**src/rtl/matrix_pkg.sv**
```systemverilog
`default_nettype none
// ============================================================================
// Module   : matrix_pkg
// Brief    : Shared constants and state encodings for the 8x8 LED matrix
//            scan driver. Pixel storage width follows MATRIX_PWM_EN
//            (4-bit intensity when defined, 1-bit lit flag otherwise).
// Revision : 1.0 - initial release
// ============================================================================
package matrix_pkg;

    localparam int MATRIX_DIM = 8;
    localparam int PIX_IDX_W  = 6;
    localparam int PWM_PHASES = 16;
    localparam int NUM_PIX    = MATRIX_DIM * MATRIX_DIM;

`ifdef MATRIX_PWM_EN
    localparam int PIX_W = 4;
`else
    localparam int PIX_W = 1;
`endif

    // Flattened frame buffer: pixel k occupies bits [k*PIX_W +: PIX_W]
    localparam int BUF_W = NUM_PIX * PIX_W;

    typedef enum logic [1:0] {
        CAP_IDLE = 2'd0,
        CAP_GAP  = 2'd1,
        CAP_RUN  = 2'd2
    } cap_state_t;

    typedef enum logic [0:0] {
        SCAN_BLANK = 1'b0,
        SCAN_ON    = 1'b1
    } scan_state_t;

endpackage
`default_nettype wire

```
**src/rtl/matrix_frame_capture.sv**
```systemverilog
`default_nettype none
// ============================================================================
// Module   : matrix_frame_capture
// Brief    : Receives frame_start + 64 serial pixels into the back buffer and
//            flags a completed frame (swap_pending) for the scan side.
//            Storage width follows MATRIX_PWM_EN via matrix_pkg.
// Revision : 1.0 - initial release
// ============================================================================
module matrix_frame_capture
    import matrix_pkg::*;
(
    input  logic             clk,
    input  logic             rst_n,
    input  logic             frame_start,
    input  logic [3:0]       pixel_data,
    input  logic             swap_take,
    output logic             swap_pending,
    output logic             capture_busy,
    output logic [BUF_W-1:0] back_buf
);

    localparam logic [PIX_IDX_W-1:0] c_last_idx = PIX_IDX_W'(NUM_PIX - 1);

    cap_state_t           r_state;
    cap_state_t           w_next_state;
    logic [PIX_IDX_W-1:0] r_idx;
    logic [PIX_W-1:0]     w_pix;
    logic                 w_last;

`ifdef MATRIX_PWM_EN
    assign w_pix = pixel_data;
`else
    assign w_pix = (pixel_data != 4'd0);
`endif

    assign w_last = (r_state == CAP_RUN) && (r_idx == c_last_idx);

    // Capture state register
    always_ff @(posedge clk or negedge rst_n) begin
        if (!rst_n) begin
            r_state <= CAP_IDLE;
        end else begin
            r_state <= w_next_state;
        end
    end

    // Next-state: frame_start always (re)starts at the gap cycle
    always_comb begin
        w_next_state = r_state;
        if (frame_start) begin
            w_next_state = CAP_GAP;
        end else begin
            case (r_state)
                CAP_GAP:  w_next_state = CAP_RUN;
                CAP_RUN:  if (w_last) w_next_state = CAP_IDLE;
                default:  w_next_state = CAP_IDLE;
            endcase
        end
    end

    // Pixel write, busy flag and completion flag
    always_ff @(posedge clk or negedge rst_n) begin
        if (!rst_n) begin
            r_idx        <= '0;
            back_buf     <= '0;
            capture_busy <= 1'b0;
            swap_pending <= 1'b0;
        end else begin
            if (frame_start) begin
                r_idx        <= '0;
                capture_busy <= 1'b1;
            end else if (r_state == CAP_RUN) begin
                back_buf[int'(r_idx)*PIX_W +: PIX_W] <= w_pix;
                r_idx <= r_idx + 1'b1;
                if (w_last) begin
                    capture_busy <= 1'b0;
                end
            end

            // A new start discards any finished-but-unshown frame
            if (frame_start) begin
                swap_pending <= 1'b0;
            end else if (w_last) begin
                swap_pending <= 1'b1;
            end else if (swap_take) begin
                swap_pending <= 1'b0;
            end
        end
    end

endmodule
`default_nettype wire

```
**src/rtl/matrix_scan_driver.sv**
```systemverilog
`default_nettype none
// ============================================================================
// Module   : matrix_scan_driver
// Brief    : Captures a 64-pixel stream into a back buffer, swaps it to the
//            front buffer only at the scan-frame boundary, and row-multiplexes
//            the front buffer onto an 8x8 LED matrix with blanking.
//            Optional feature macro: MATRIX_PWM_EN (16-phase intensity PWM).
// Revision : 1.0 - initial release
// ============================================================================
module matrix_scan_driver
    import matrix_pkg::*;
#(
    parameter int DWELL_CYCLES = 64,
    parameter int BLANK_CYCLES = 1
) (
    input  logic       clk,
    input  logic       rst_n,
    input  logic       frame_start,
    input  logic [3:0] pixel_data,
    output logic [7:0] row_sel,
    output logic [7:0] col_data,
    output logic       frame_swapped,
    output logic       capture_busy
);

    localparam int                 c_cnt_w      = $clog2(DWELL_CYCLES + BLANK_CYCLES + 1);
    localparam logic [c_cnt_w-1:0] c_dwell_last = c_cnt_w'(DWELL_CYCLES - 1);
    localparam logic [c_cnt_w-1:0] c_blank_last = c_cnt_w'(BLANK_CYCLES - 1);
    localparam logic [2:0]         c_last_row   = 3'(MATRIX_DIM - 1);

    scan_state_t            r_state;
    scan_state_t            w_next_state;
    logic [2:0]             r_row;
    logic [2:0]             w_next_row;
    logic [c_cnt_w-1:0]     r_cnt;
    logic [c_cnt_w-1:0]     w_next_cnt;

    logic [BUF_W-1:0]       r_front;
    logic [BUF_W-1:0]       w_back_buf;
    logic                   w_swap_pending;
    logic                   w_boundary;
    logic                   w_swap_take;
    logic [MATRIX_DIM-1:0]  w_row_sel_d;
    logic [MATRIX_DIM-1:0]  w_col_data_d;

`ifdef MATRIX_PWM_EN
    localparam int                   c_slice_len  = DWELL_CYCLES / PWM_PHASES;
    localparam int                   c_slice_w    = (c_slice_len > 1) ? $clog2(c_slice_len) : 1;
    localparam logic [c_slice_w-1:0] c_slice_last = c_slice_w'(c_slice_len - 1);

    logic [c_slice_w-1:0] r_slice;
    logic [c_slice_w-1:0] w_next_slice;
    logic [3:0]           r_phase;
    logic [3:0]           w_next_phase;
`endif

    matrix_frame_capture u_capture (
        .clk          (clk),
        .rst_n        (rst_n),
        .frame_start  (frame_start),
        .pixel_data   (pixel_data),
        .swap_take    (w_swap_take),
        .swap_pending (w_swap_pending),
        .capture_busy (capture_busy),
        .back_buf     (w_back_buf)
    );

    // Last dwell clock of row 7: the edge that enters row 0 blanking
    assign w_boundary  = (r_state == SCAN_ON) && (r_row == c_last_row) && (r_cnt == c_dwell_last);
    // A capture start on the boundary edge cancels the swap
    assign w_swap_take = w_boundary && w_swap_pending && !frame_start;

    // Scan state register (state, row, cycle counter, PWM phase)
    always_ff @(posedge clk or negedge rst_n) begin
        if (!rst_n) begin
            r_state <= SCAN_BLANK;
            r_row   <= '0;
            r_cnt   <= '0;
`ifdef MATRIX_PWM_EN
            r_slice <= '0;
            r_phase <= '0;
`endif
        end else begin
            r_state <= w_next_state;
            r_row   <= w_next_row;
            r_cnt   <= w_next_cnt;
`ifdef MATRIX_PWM_EN
            r_slice <= w_next_slice;
            r_phase <= w_next_phase;
`endif
        end
    end

    // Next-state: BLANK_CYCLES of blanking, then DWELL_CYCLES lit, per row
    always_comb begin
        w_next_state = r_state;
        w_next_row   = r_row;
        w_next_cnt   = r_cnt + 1'b1;
        case (r_state)
            SCAN_BLANK: begin
                if (r_cnt == c_blank_last) begin
                    w_next_state = SCAN_ON;
                    w_next_cnt   = '0;
                end
            end
            SCAN_ON: begin
                if (r_cnt == c_dwell_last) begin
                    w_next_state = SCAN_BLANK;
                    w_next_cnt   = '0;
                    w_next_row   = r_row + 3'd1;
                end
            end
            default: begin
                w_next_state = SCAN_BLANK;
                w_next_cnt   = '0;
            end
        endcase
    end

`ifdef MATRIX_PWM_EN
    // PWM phase advances every DWELL_CYCLES/16 clocks within a lit row
    always_comb begin
        w_next_slice = '0;
        w_next_phase = '0;
        if ((r_state == SCAN_ON) && (w_next_state == SCAN_ON)) begin
            if (r_slice == c_slice_last) begin
                w_next_slice = '0;
                w_next_phase = r_phase + 4'd1;
            end else begin
                w_next_slice = r_slice + 1'b1;
                w_next_phase = r_phase;
            end
        end
    end
`endif

    // Output decode from the upcoming state so the registered pins line up with it
    always_comb begin
        w_row_sel_d  = '0;
        w_col_data_d = '0;
        if (w_next_state == SCAN_ON) begin
            w_row_sel_d = MATRIX_DIM'(1) << w_next_row;
            for (int x = 0; x < MATRIX_DIM; x++) begin
`ifdef MATRIX_PWM_EN
                w_col_data_d[x] = (r_front[(int'(w_next_row)*MATRIX_DIM + x)*PIX_W +: PIX_W] > w_next_phase);
`else
                w_col_data_d[x] = r_front[int'(w_next_row)*MATRIX_DIM + x];
`endif
            end
        end
    end

    // Registered matrix pins and front-buffer swap at the frame boundary
    always_ff @(posedge clk or negedge rst_n) begin
        if (!rst_n) begin
            r_front       <= '0;
            row_sel       <= '0;
            col_data      <= '0;
            frame_swapped <= 1'b0;
        end else begin
            row_sel       <= w_row_sel_d;
            col_data      <= w_col_data_d;
            frame_swapped <= w_swap_take;
            if (w_swap_take) begin
                r_front <= w_back_buf;
            end
        end
    end

endmodule
`default_nettype wire

```
**config.mk**
```make
export PLATFORM = sky130hd
export DESIGN_NAME = matrix_scan_driver
export DESIGN_NICKNAME = d
export VERILOG_FILES = /design/src/rtl/matrix_pkg.sv /design/src/rtl/matrix_frame_capture.sv /design/src/rtl/matrix_scan_driver.sv
export SDC_FILE = /design/constraint.sdc
export NUM_CORES = 1
export LEC_CHECK = 0
export ABC_AREA = 1
export CAP_MARGIN = 20
export CORE_UTILIZATION = 35
export CTS_CLUSTER_SIZE = 8
export DETAILED_ROUTE_END_ITERATION = 10
export PLACE_DENSITY = 0.59
export SYNTH_ARGS = -nofsm -noshare
export SYNTH_HDL_FRONTEND = slang
export SYNTH_SLANG_ARGS = --single-unit
export TNS_END_PERCENT = 20
```
**constraint.sdc**
```tcl
create_clock -name clk -period 2.15 [get_ports clk]
set_clock_uncertainty 0.05 [all_clocks]
set_input_delay 0.645 -clock clk [delete_from_list [all_inputs] [get_ports clk]]
set_output_delay 0.645 -clock clk [all_outputs]
set_load 0.05 [all_outputs]
```
==> flow_summary.html, run 1 <==
<table>
<tr><th>Metric</th><th>Value</th></tr>
<tr><th colspan="2">Run status</th></tr>
<tr><td>Outcome</td><td>finished, final reports clean</td></tr>
<tr><th colspan="2">Pwr</th></tr>
<tr><td>PD cells</td><td>649 mW/mm²</td></tr>
<tr><td>Power after layout</td><td>between 0.006 and 0.007 W</td></tr>
<tr><td>Largest vdd supply drop</td><td>between 0.4 and 0.5 mV</td></tr>
<tr><td>Leakage power figure</td><td>5.10 nW</td></tr>
<tr><th colspan="2">Cells and area</th></tr>
<tr><td>Commonest cells after routing, fill and taps aside</td><td>295 x nand2_1, 166 x dfrtp_1, 144 x inv_1, 103 x nor2_1, 89 x buf_4</td></tr>
<tr><td>Fraction of final layout cells sized beyond drive strength 1</td><td>17.7%</td></tr>
<tr><td>Number of antenna repair diodes</td><td>0</td></tr>
<tr><td>Leading cell type in the layout, fill and taps excluded</td><td>nand2_1</td></tr>
<tr><td>Area growth, synth to finish</td><td>27.1%</td></tr>
<tr><td>Final Instance Count excl. Fillers</td><td>about 1400</td></tr>
<tr><td>Nets@finish</td><td>between 1000 and 1500</td></tr>
<tr><th colspan="2">CTS</th></tr>
<tr><td>Number of buffers inserted during clock tree synthesis</td><td>17</td></tr>
<tr><td>Clock-pin transition on the worst setup and hold timing paths</td><td>~0.070 ns</td></tr>
<tr><td>Bufs on Longest Clock Path</td><td>2</td></tr>
<tr><td>CTS tree</td><td>built</td></tr>
<tr><td>Latest clock arrival within the worst-skew pair</td><td>0.43 ns</td></tr>
<tr><td>Clock Root Buffer</td><td>clkbuf_16</td></tr>
<tr><td>Number of clock sinks seen by CTS</td><td>166</td></tr>
<tr><td>Clock H-tree levels</td><td>4</td></tr>
<tr><td>CTS Hold Buffers Added</td><td>0</td></tr>
<tr><th colspan="2">Timing</th></tr>
<tr><td>RSZ-0062 raised after global routing</td><td>true</td></tr>
<tr><td>Final setup violation count</td><td>0</td></tr>
<tr><td>Final-report hold violation count</td><td>0</td></tr>
<tr><td>Setup_tns</td><td>0 ns</td></tr>
<tr><td>Final critical-path setup slack</td><td>0.0455 ns</td></tr>
<tr><td>Slew HR</td><td>67.0%</td></tr>
<tr><td>Fin crit share</td><td>between 90% and 100%</td></tr>
<tr><td>Final hold slack</td><td>0.0809 ns</td></tr>
<tr><td>Period minus WS final</td><td>2.10 ns</td></tr>
<tr><td>Slew @ Worst Pin</td><td>0.497 ns</td></tr>
<tr><td>Pins Over Slew Limit</td><td>0</td></tr>
<tr><td>Fmax</td><td>475 MHz</td></tr>
<tr><th colspan="2">Drt</th></tr>
<tr><td>Number of iterations in the first detailed-routing pass</td><td>5</td></tr>
<tr><td>Routed Antenna Nets</td><td>0</td></tr>
<tr><td>Via-per-instance ratio</td><td>4.80</td></tr>
<tr><td>Routed length per instance</td><td>15.3 µm</td></tr>
<tr><td>Detailed-route DRC error count</td><td>0</td></tr>
<tr><td>Wire length reported by the detailed router</td><td>between 20000 and 25000 µm</td></tr>
<tr><td>Drt first-iter violations</td><td>482</td></tr>
<tr><td>Total via count in the routed design</td><td>6854</td></tr>
<tr><th colspan="2">Synthesis</th></tr>
<tr><td>XOR/XNOR share of the synthesized area</td><td>less than 1%</td></tr>
<tr><td>Dominant combinational cell family by area after synthesis</td><td>simple AND/OR/NAND/NOR gates</td></tr>
<tr><td>Area fraction in compound gates after synthesis</td><td>between 7 and 8%</td></tr>
<tr><td>Syn. warnings</td><td>0</td></tr>
<tr><td>Synthesized netlist cell count</td><td>1023</td></tr>
<tr><td>Synth cell types</td><td>36</td></tr>
<tr><td>Synth async-reset ratio</td><td>100%</td></tr>
<tr><td>Main flop type after synthesis</td><td>dfrtp_1</td></tr>
<tr><td>Post-synthesis instance area</td><td>0.00797 mm²</td></tr>
<tr><td>Portion of the post-synthesis area used by sequential elements</td><td>approximately 52%</td></tr>
<tr><td>Adder-Cell Fraction of Synth Area</td><td>~1.1%</td></tr>
<tr><td>Flip-flop and latch count after synthesis</td><td>166</td></tr>
<tr><td>Post-synth EDFFs</td><td>0</td></tr>
<tr><td>Dominant cell type by area after synthesis</td><td>dfrtp_1</td></tr>
<tr><td>Net Count, Synth</td><td>1037</td></tr>
<tr><td>Synth top area share</td><td>52.1%</td></tr>
<tr><td>Simple logic cell fraction of the synthesized area</td><td>a little under 30%</td></tr>
<tr><td>Multiplexer share of the synthesized area</td><td>0%</td></tr>
<tr><td>Post-synthesis area per instance</td><td>roughly 7.8 µm²</td></tr>
<tr><td>Synth top area cells</td><td>dfrtp_1 52%, nand2_1 14%, inv_1 6.9%, nor2_1 5.4%, o21ai_0 5.1%</td></tr>
<tr><th colspan="2">Floorplanning</th></tr>
<tr><td>Die footprint</td><td>0.0234 mm²</td></tr>
<tr><td>Initial cell density of the core</td><td>36.1%</td></tr>
<tr><td>Vertical die dimension</td><td>153 µm</td></tr>
<tr><td>Core footprint</td><td>~0.022 mm²</td></tr>
<tr><td>Floorplan row count</td><td>54</td></tr>
<tr><td>Count of pins on the block boundary</td><td>25</td></tr>
<tr><td>Width of the die</td><td>153 µm</td></tr>
<tr><th colspan="2">Placed design</th></tr>
<tr><td>Port Buf Inserts</td><td>24</td></tr>
<tr><td>Post-Place Cells</td><td>approximately 1400</td></tr>
<tr><td>Detailed Place HPWL</td><td>14200 µm</td></tr>
<tr><td>Setup slack after placement</td><td>-0.264 ns</td></tr>
<tr><td>Routability-driven placement congestion ratio</td><td>roughly 0.81</td></tr>
<tr><th colspan="2">GRT</th></tr>
<tr><td>Met2 demand-to-capacity share in global routing</td><td>28.2%</td></tr>
<tr><td>Total routing usage reported by global routing</td><td>18.0%</td></tr>
<tr><td>GRT met3 Usage</td><td>3.29%</td></tr>
<tr><td>Grt total ovfl</td><td>0</td></tr>
<tr><td>Busiest grt layer</td><td>met2</td></tr>
<tr><td>Vias in the first global route</td><td>roughly 6200</td></tr>
<tr><td>Pin count of the biggest net entering global routing</td><td>77</td></tr>
<tr><td>Met1 track utilization from global routing</td><td>25.4%</td></tr>
<tr><td>First-pass GRT wire length</td><td>between 30000 and 40000 µm</td></tr>
<tr><td>Antenna violations before repair</td><td>0</td></tr>
<tr><th colspan="2">Setup path</th></tr>
<tr><td>Stage delay of the slowest cell on the critical path</td><td>0.38 ns</td></tr>
<tr><td>Worst Path Class, Setup</td><td>flop to flop</td></tr>
<tr><td>CP cell instances</td><td>ha_2 -&gt; nand2_2 -&gt; nor2_4 -&gt; nand3_4 -&gt; buf_6 -&gt; nor3_4 -&gt; buf_6 -&gt; inv_8 -&gt; clkbuf_16 -&gt; nand2_1 -&gt; o21ai_0</td></tr>
<tr><td>FF-to-FF setup slack</td><td>approximately 0.045 ns</td></tr>
<tr><td>Cell type of the slowest stage on the worst timing path</td><td>dfrtp_1</td></tr>
<tr><td>Worst Setup End Kind</td><td>flop</td></tr>
<tr><td>Critical path data required time</td><td>2.41 ns</td></tr>
<tr><td>Max Fanout on Critical Path</td><td>6</td></tr>
<tr><td>Crit path launch type</td><td>flop</td></tr>
<tr><td>Most frequent cell on the critical path</td><td>buf_6</td></tr>
<tr><td>Arrival time at the worst endpoint</td><td>2.36 ns</td></tr>
<tr><th colspan="2">Job</th></tr>
<tr><td>Max_cap viols</td><td>0</td></tr>
<tr><th colspan="2">Worst hold path</th></tr>
<tr><td>Worst hold-check path type</td><td>primary input to async pin</td></tr>
</table>
## metrics by stage
stage	util (%)	cell area, µm²
2_1_floorplan	-	7980
3_3_place_gp	41.0	9060
3_5_place_dp	41.0	9060
4_1_cts	43.7	9670
5_1_grt	45.9	10100
6_report	45.9	10100
## cell usage after synthesis (all sizes together), types with 2 or more instances
| cell | instances |
|---|---|
| nand2 | 304 |
| dfrtp | 166 |
| inv | 151 |
| nor2 | 130 |
| o21ai | 104 |
| nand3 | 54 |
| nand4 | 27 |
| clkbuf | 18 |
| buf | 17 |
| a21oi | 12 |
| nand3b | 10 |
| ha | 7 |
| nor3 | 6 |
| o22ai | 3 |
| a31oi | 2 |
| clkinv | 2 |
| nor3b | 2 |
| nor4 | 2 |
| xor2 | 2 |
## flip-flops by register name, summed over array words and instances (netlist names)
register and count:
r_front 64, u_capture.back_buf 64, col_data 8, row_sel 8
r_cnt 7, u_capture.r_idx 6, r_row 3, u_capture.r_state 2
frame_swapped 1, r_state 1, u_capture.capture_busy 1, u_capture.swap_pending 1
## final timing paths
path / start / endpoint / cells past startpoint
hold / removal: rst_n / u_capture.back_buf[44] / 1
min in group clk: r_front[18] / r_front[18] / 2
setup reg to reg: r_cnt[1] / r_front[9] / 11
hold reg to reg: r_front[18] / r_front[18] / 2
max in group asynchronous: rst_n / u_capture.back_buf[32] / 2
setup / recovery: r_cnt[1] / r_front[9] / 11
## final cells by class
class / count / area, µm²
clock buffers: 20 / 457
repair buffers: 126 / 1210
clock inverters: 12 / 144
flip-flops and latches: 166 / 4150
well taps: 280 / 350
fillers: 2152 / 12000
multi-input cells: 669 / 3220
inverters: 153 / 586
repair inverters: 2 / 11.3
## critical path, delay by kind of cell (launching register included)
| kind | cells | cell delay (ns) |
|---|---|---|
| AOI/OAI and AO/OA | 1 | 0.09 |
| adders and majority gates | 1 | 0.20 |
| DFF | 1 | 0.38 |
| and+or+nand+nor | 5 | 0.70 |
| buffers and inverters | 4 | 0.54 |
## report_power, final
part	switching, W	leakage (nW)	internal (W)
clock	0.00134	0.295	0.00180
sequential	0.00000227	2.02	0.00313
combinational	0.000205	2.78	0.000103
## logic make-up (layout without fill, tap and decap cells)
kind of cell,Yosys count,after routing
simple gates,536,536
buf+inv,188,313
flops,166,166
compound gates,123,123
fa+ha+maj,7,7
xor+xnor,3,3
## per-layer routing
layer | wire [µm] | vias up
li1 | - | 3433
met3 | 1050 | 24
met2 | 10100 | 196
met4 | 326 | 0
met1 | 10400 | 3201
met5 | 0 | -
## repair_timing
item | CTS | global route
endpoints found under the hold margin | 0 | 0
pin swaps | 0 | 19
gates cloned | 0 | 11
setup buffers | 0 | 16
resized for setup | 8 | 52
setup endpoints to repair | 14 | 110
Note: power is estimated with default switching activity, not from simulation.
==> run 2: changes to the inputs <==
--- a/config.mk
+++ b/config.mk
@@ -7,8 +7,9 @@
 export LEC_CHECK = 0
 export ABC_AREA = 1
 export CAP_MARGIN = 20
+export CORE_MARGIN = 2
 export CORE_UTILIZATION = 35
-export CTS_CLUSTER_SIZE = 8
+export CTS_CLUSTER_SIZE = 14
 export DETAILED_ROUTE_END_ITERATION = 10
 export PLACE_DENSITY = 0.59
 export SYNTH_ARGS = -nofsm -noshare
==> run 2 against run 1 <==
Net effect: combinational power grew 6.8%; utilization shrank 1.1 points; total power shrank 4.1%; critical path type unchanged; sequential power is essentially flat; clock-buffer cell count shrank 1; highest routed layer unchanged; hold slack lost 0.029 ns; cell count grew 0.35%; critical path depth is the same.
==> flow_summary.html, run 2 (synthesized netlist as in run 1, its figures left out) <==
<table>
<tr><th>Metric</th><th>Value</th></tr>
<tr><th colspan="2">Floorplanning</th></tr>
<tr><td>Floorplan row count</td><td>55</td></tr>
<tr><td>Width of the die</td><td>155 µm</td></tr>
<tr><td>Count of pins on the block boundary</td><td>25</td></tr>
<tr><td>Vertical die dimension</td><td>155 µm</td></tr>
<tr><td>Core footprint</td><td>0.0225 mm²</td></tr>
<tr><td>Die footprint</td><td>between 0.02 and 0.025 mm²</td></tr>
<tr><td>Initial cell density of the core</td><td>35.4%</td></tr>
<tr><th colspan="2">Drt</th></tr>
<tr><td>Number of iterations in the first detailed-routing pass</td><td>5</td></tr>
<tr><td>Routed length per instance</td><td>roughly 15 µm</td></tr>
<tr><td>Routed Antenna Nets</td><td>0</td></tr>
<tr><td>Wire length reported by the detailed router</td><td>21000 µm</td></tr>
<tr><td>Total via count in the routed design</td><td>approximately 7000</td></tr>
<tr><td>Detailed-route DRC error count</td><td>0</td></tr>
<tr><td>Drt first-iter violations</td><td>504</td></tr>
<tr><td>Via-per-instance ratio</td><td>between 4 and 5</td></tr>
<tr><th colspan="2">Timing</th></tr>
<tr><td>RSZ-0062 raised after global routing</td><td>true</td></tr>
<tr><td>Pins Over Slew Limit</td><td>0</td></tr>
<tr><td>Fin crit share</td><td>95.8%</td></tr>
<tr><td>Period minus WS final</td><td>2.06 ns</td></tr>
<tr><td>Final setup violation count</td><td>0</td></tr>
<tr><td>Slew HR</td><td>68.5%</td></tr>
<tr><td>Slew @ Worst Pin</td><td>0.468 ns</td></tr>
<tr><td>Final-report hold violation count</td><td>0</td></tr>
<tr><td>Fmax</td><td>486 MHz</td></tr>
<tr><th colspan="2">CTS</th></tr>
<tr><td>Number of clock sinks seen by CTS</td><td>166</td></tr>
<tr><td>CTS Hold Buffers Added</td><td>0</td></tr>
<tr><td>Latest clock arrival within the worst-skew pair</td><td>0.43 ns</td></tr>
<tr><td>Bufs on Longest Clock Path</td><td>2</td></tr>
<tr><td>Clock-pin transition on the worst setup and hold timing paths</td><td>0.07 ns</td></tr>
<tr><td>Clock Root Buffer</td><td>clkbuf_16</td></tr>
<tr><td>CTS tree</td><td>built</td></tr>
<tr><td>Number of buffers inserted during clock tree synthesis</td><td>17</td></tr>
<tr><td>Clock H-tree levels</td><td>4</td></tr>
<tr><th colspan="2">Setup path</th></tr>
<tr><td>Arrival time at the worst endpoint</td><td>2.33 ns</td></tr>
<tr><td>Critical path data required time</td><td>2.42 ns</td></tr>
<tr><td>Cell type of the slowest stage on the worst timing path</td><td>dfrtp_1</td></tr>
<tr><td>FF-to-FF path depth</td><td>11</td></tr>
<tr><td>Max Fanout on Critical Path</td><td>6</td></tr>
<tr><td>Stage delay of the slowest cell on the critical path</td><td>0.42 ns</td></tr>
<tr><td>CP cell instances</td><td>buf_12 -&gt; nor2_1 -&gt; nand3_1 -&gt; buf_4 -&gt; nand2_2 -&gt; nor2_4 -&gt; nand2_1 -&gt; clkinvlp_4 -&gt; buf_4 -&gt; a21oi_1 -&gt; nor2_1</td></tr>
<tr><td>Worst Path Class, Setup</td><td>flop to flop</td></tr>
<tr><td>Crit path launch type</td><td>flop</td></tr>
<tr><td>Worst Setup End Kind</td><td>flop</td></tr>
<tr><th colspan="2">GRT</th></tr>
<tr><td>Total routing usage reported by global routing</td><td>18.0%</td></tr>
<tr><td>Vias in the first global route</td><td>6597</td></tr>
<tr><td>Antenna violations before repair</td><td>0</td></tr>
<tr><td>Grt total ovfl</td><td>0</td></tr>
<tr><td>Pin count of the biggest net entering global routing</td><td>42</td></tr>
<tr><td>First-pass GRT wire length</td><td>34000 µm</td></tr>
<tr><th colspan="2">Run status</th></tr>
<tr><td>Outcome</td><td>finished, final reports clean</td></tr>
<tr><th colspan="2">Pwr</th></tr>
<tr><td>Leakage power figure</td><td>about 5 nW</td></tr>
<tr><td>Largest vdd supply drop</td><td>0.343 mV</td></tr>
<tr><td>Power after layout</td><td>roughly 0.0063 W</td></tr>
<tr><td>PD cells</td><td>625 mW/mm²</td></tr>
<tr><th colspan="2">Worst hold path</th></tr>
<tr><td>Worst hold-check path type</td><td>primary input to async pin</td></tr>
<tr><th colspan="2">Cells and area</th></tr>
<tr><td>Area growth, synth to finish</td><td>26.4%</td></tr>
<tr><td>Fraction of final layout cells sized beyond drive strength 1</td><td>19.1%</td></tr>
<tr><td>Regs by FF count</td><td>r_front (64), u_capture.back_buf (64)</td></tr>
<tr><td>Commonest cells after routing, fill and taps aside</td><td>290 x nand2_1, 166 x dfrtp_1, 142 x inv_1, 101 x buf_4, 99 x nor2_1</td></tr>
<tr><td>Final Instance Count excl. Fillers</td><td>1433</td></tr>
<tr><td>Fillers</td><td>2208</td></tr>
<tr><td>Number of antenna repair diodes</td><td>0</td></tr>
<tr><td>Nets@finish</td><td>1150</td></tr>
<tr><td>Leading cell type in the layout, fill and taps excluded</td><td>nand2_1</td></tr>
<tr><th colspan="2">Placed design</th></tr>
<tr><td>Routability-driven placement congestion ratio</td><td>0.824</td></tr>
<tr><td>Post-Place Cells</td><td>1379</td></tr>
<tr><td>Detailed Place HPWL</td><td>14500 µm</td></tr>
<tr><td>Port Buf Inserts</td><td>24</td></tr>
<tr><th colspan="2">Job</th></tr>
<tr><td>Max_cap viols</td><td>0</td></tr>
</table>
run 2: cell count changes in the layout (fill, tap and decap cells not counted), moves of 4 or more:
cell,delta
buf_4,+12
o21ai_0,-13
nand2_1,-5
nor2_1,-4
clkinvlp_4,+5
o21ai_1,+14
run 2: final timing paths:
path	start	end	slack [ns]
worst min-delay path	rst_n	u_capture.back_buf[60]	0.05
max in group asynchronous	rst_n	frame_swapped	1.38
worst max-delay path	u_capture.r_idx[3]	u_capture.back_buf[51]	0.09
worst max register to register	u_capture.r_idx[3]	u_capture.back_buf[51]	0.09
min in group clk	r_front[31]	r_front[31]	0.41
worst min register to register	r_front[31]	r_front[31]	0.41
run 2: layout make-up:
cell class              count  area, µm²  area share [%]
flip-flops and latches    166       4150            41.2
repair buffers            128       1160            11.5
well taps                 285        357            3.54
inverters                 153        581            5.76
clock inverters            12       96.3           0.956
multi-input cells         670       3290            32.6
clock buffers              19        443            4.40
run 2: metrics by stage:
| step | hold slack [ns] | TNS [ns] | area (µm²) | utilization, % | setup WS, ns |
|---|---|---|---|---|---|
| after detailed placement | 0.400 | -16.12 | 9110 | 40.5 | -0.288 |
| after global routing | 0.0697 | -0.274 | 10100 | 44.8 | -0.0311 |
| after CTS | 0.0549 | -0.0141 | 9660 | 42.9 | -0.0115 |
| after floorplan | 0.299 | 0 | 7980 | - | 0.000309 |
| after global placement | 0.396 | -13.52 | 9110 | 40.5 | -0.279 |
| final | 0.0516 | 0 | 10100 | 44.8 | 0.0911 |
run 2: power breakdown:
| group | leakage, nW | switching, W | internal [W] | total (W) |
|---|---|---|---|---|
| registers | 2.02 | 0.00000252 | 0.00313 | 0.00313 |
| logic | 2.76 | 0.000217 | 0.000111 | 0.000328 |
| clock network | 0.247 | 0.00132 | 0.00152 | 0.00284 |
| total | 5.03 | 0.00154 | 0.00476 | 0.00630 |
run 2: what timing repair did:
| action | 4_1_cts | 5_1_grt |
|---|---|---|
| gates cloned | 0 | 2 |
| gates resized for setup | 5 | 79 |
| setup buffers | 0 | 21 |
| pin swaps | 0 | 24 |
| setup endpoints to repair | 8 | 129 |
run 2: metal layers:
metal | routed length [µm] | track usage (%) | vias up | share of wire (%)
met2 | 9960 | 29.6 | 140 | 47
met4 | 177 | 4.37 | 0 | 0.84
met5 | 0 | 0 | - | 0
met1 | 10100 | 24.6 | 3294 | 48
met3 | 703 | 3.37 | 11 | 3.4
li1 | - | - | 3428 | -
run 2: critical path, delay by kind of cell, from the launching register on:
family | cells | cell delay [ns]
DFF | 1 | 0.42
and+or+nand+nor | 6 | 0.61
buffers and inverters | 4 | 0.71
AOI/OAI and AO/OA | 1 | 0.14
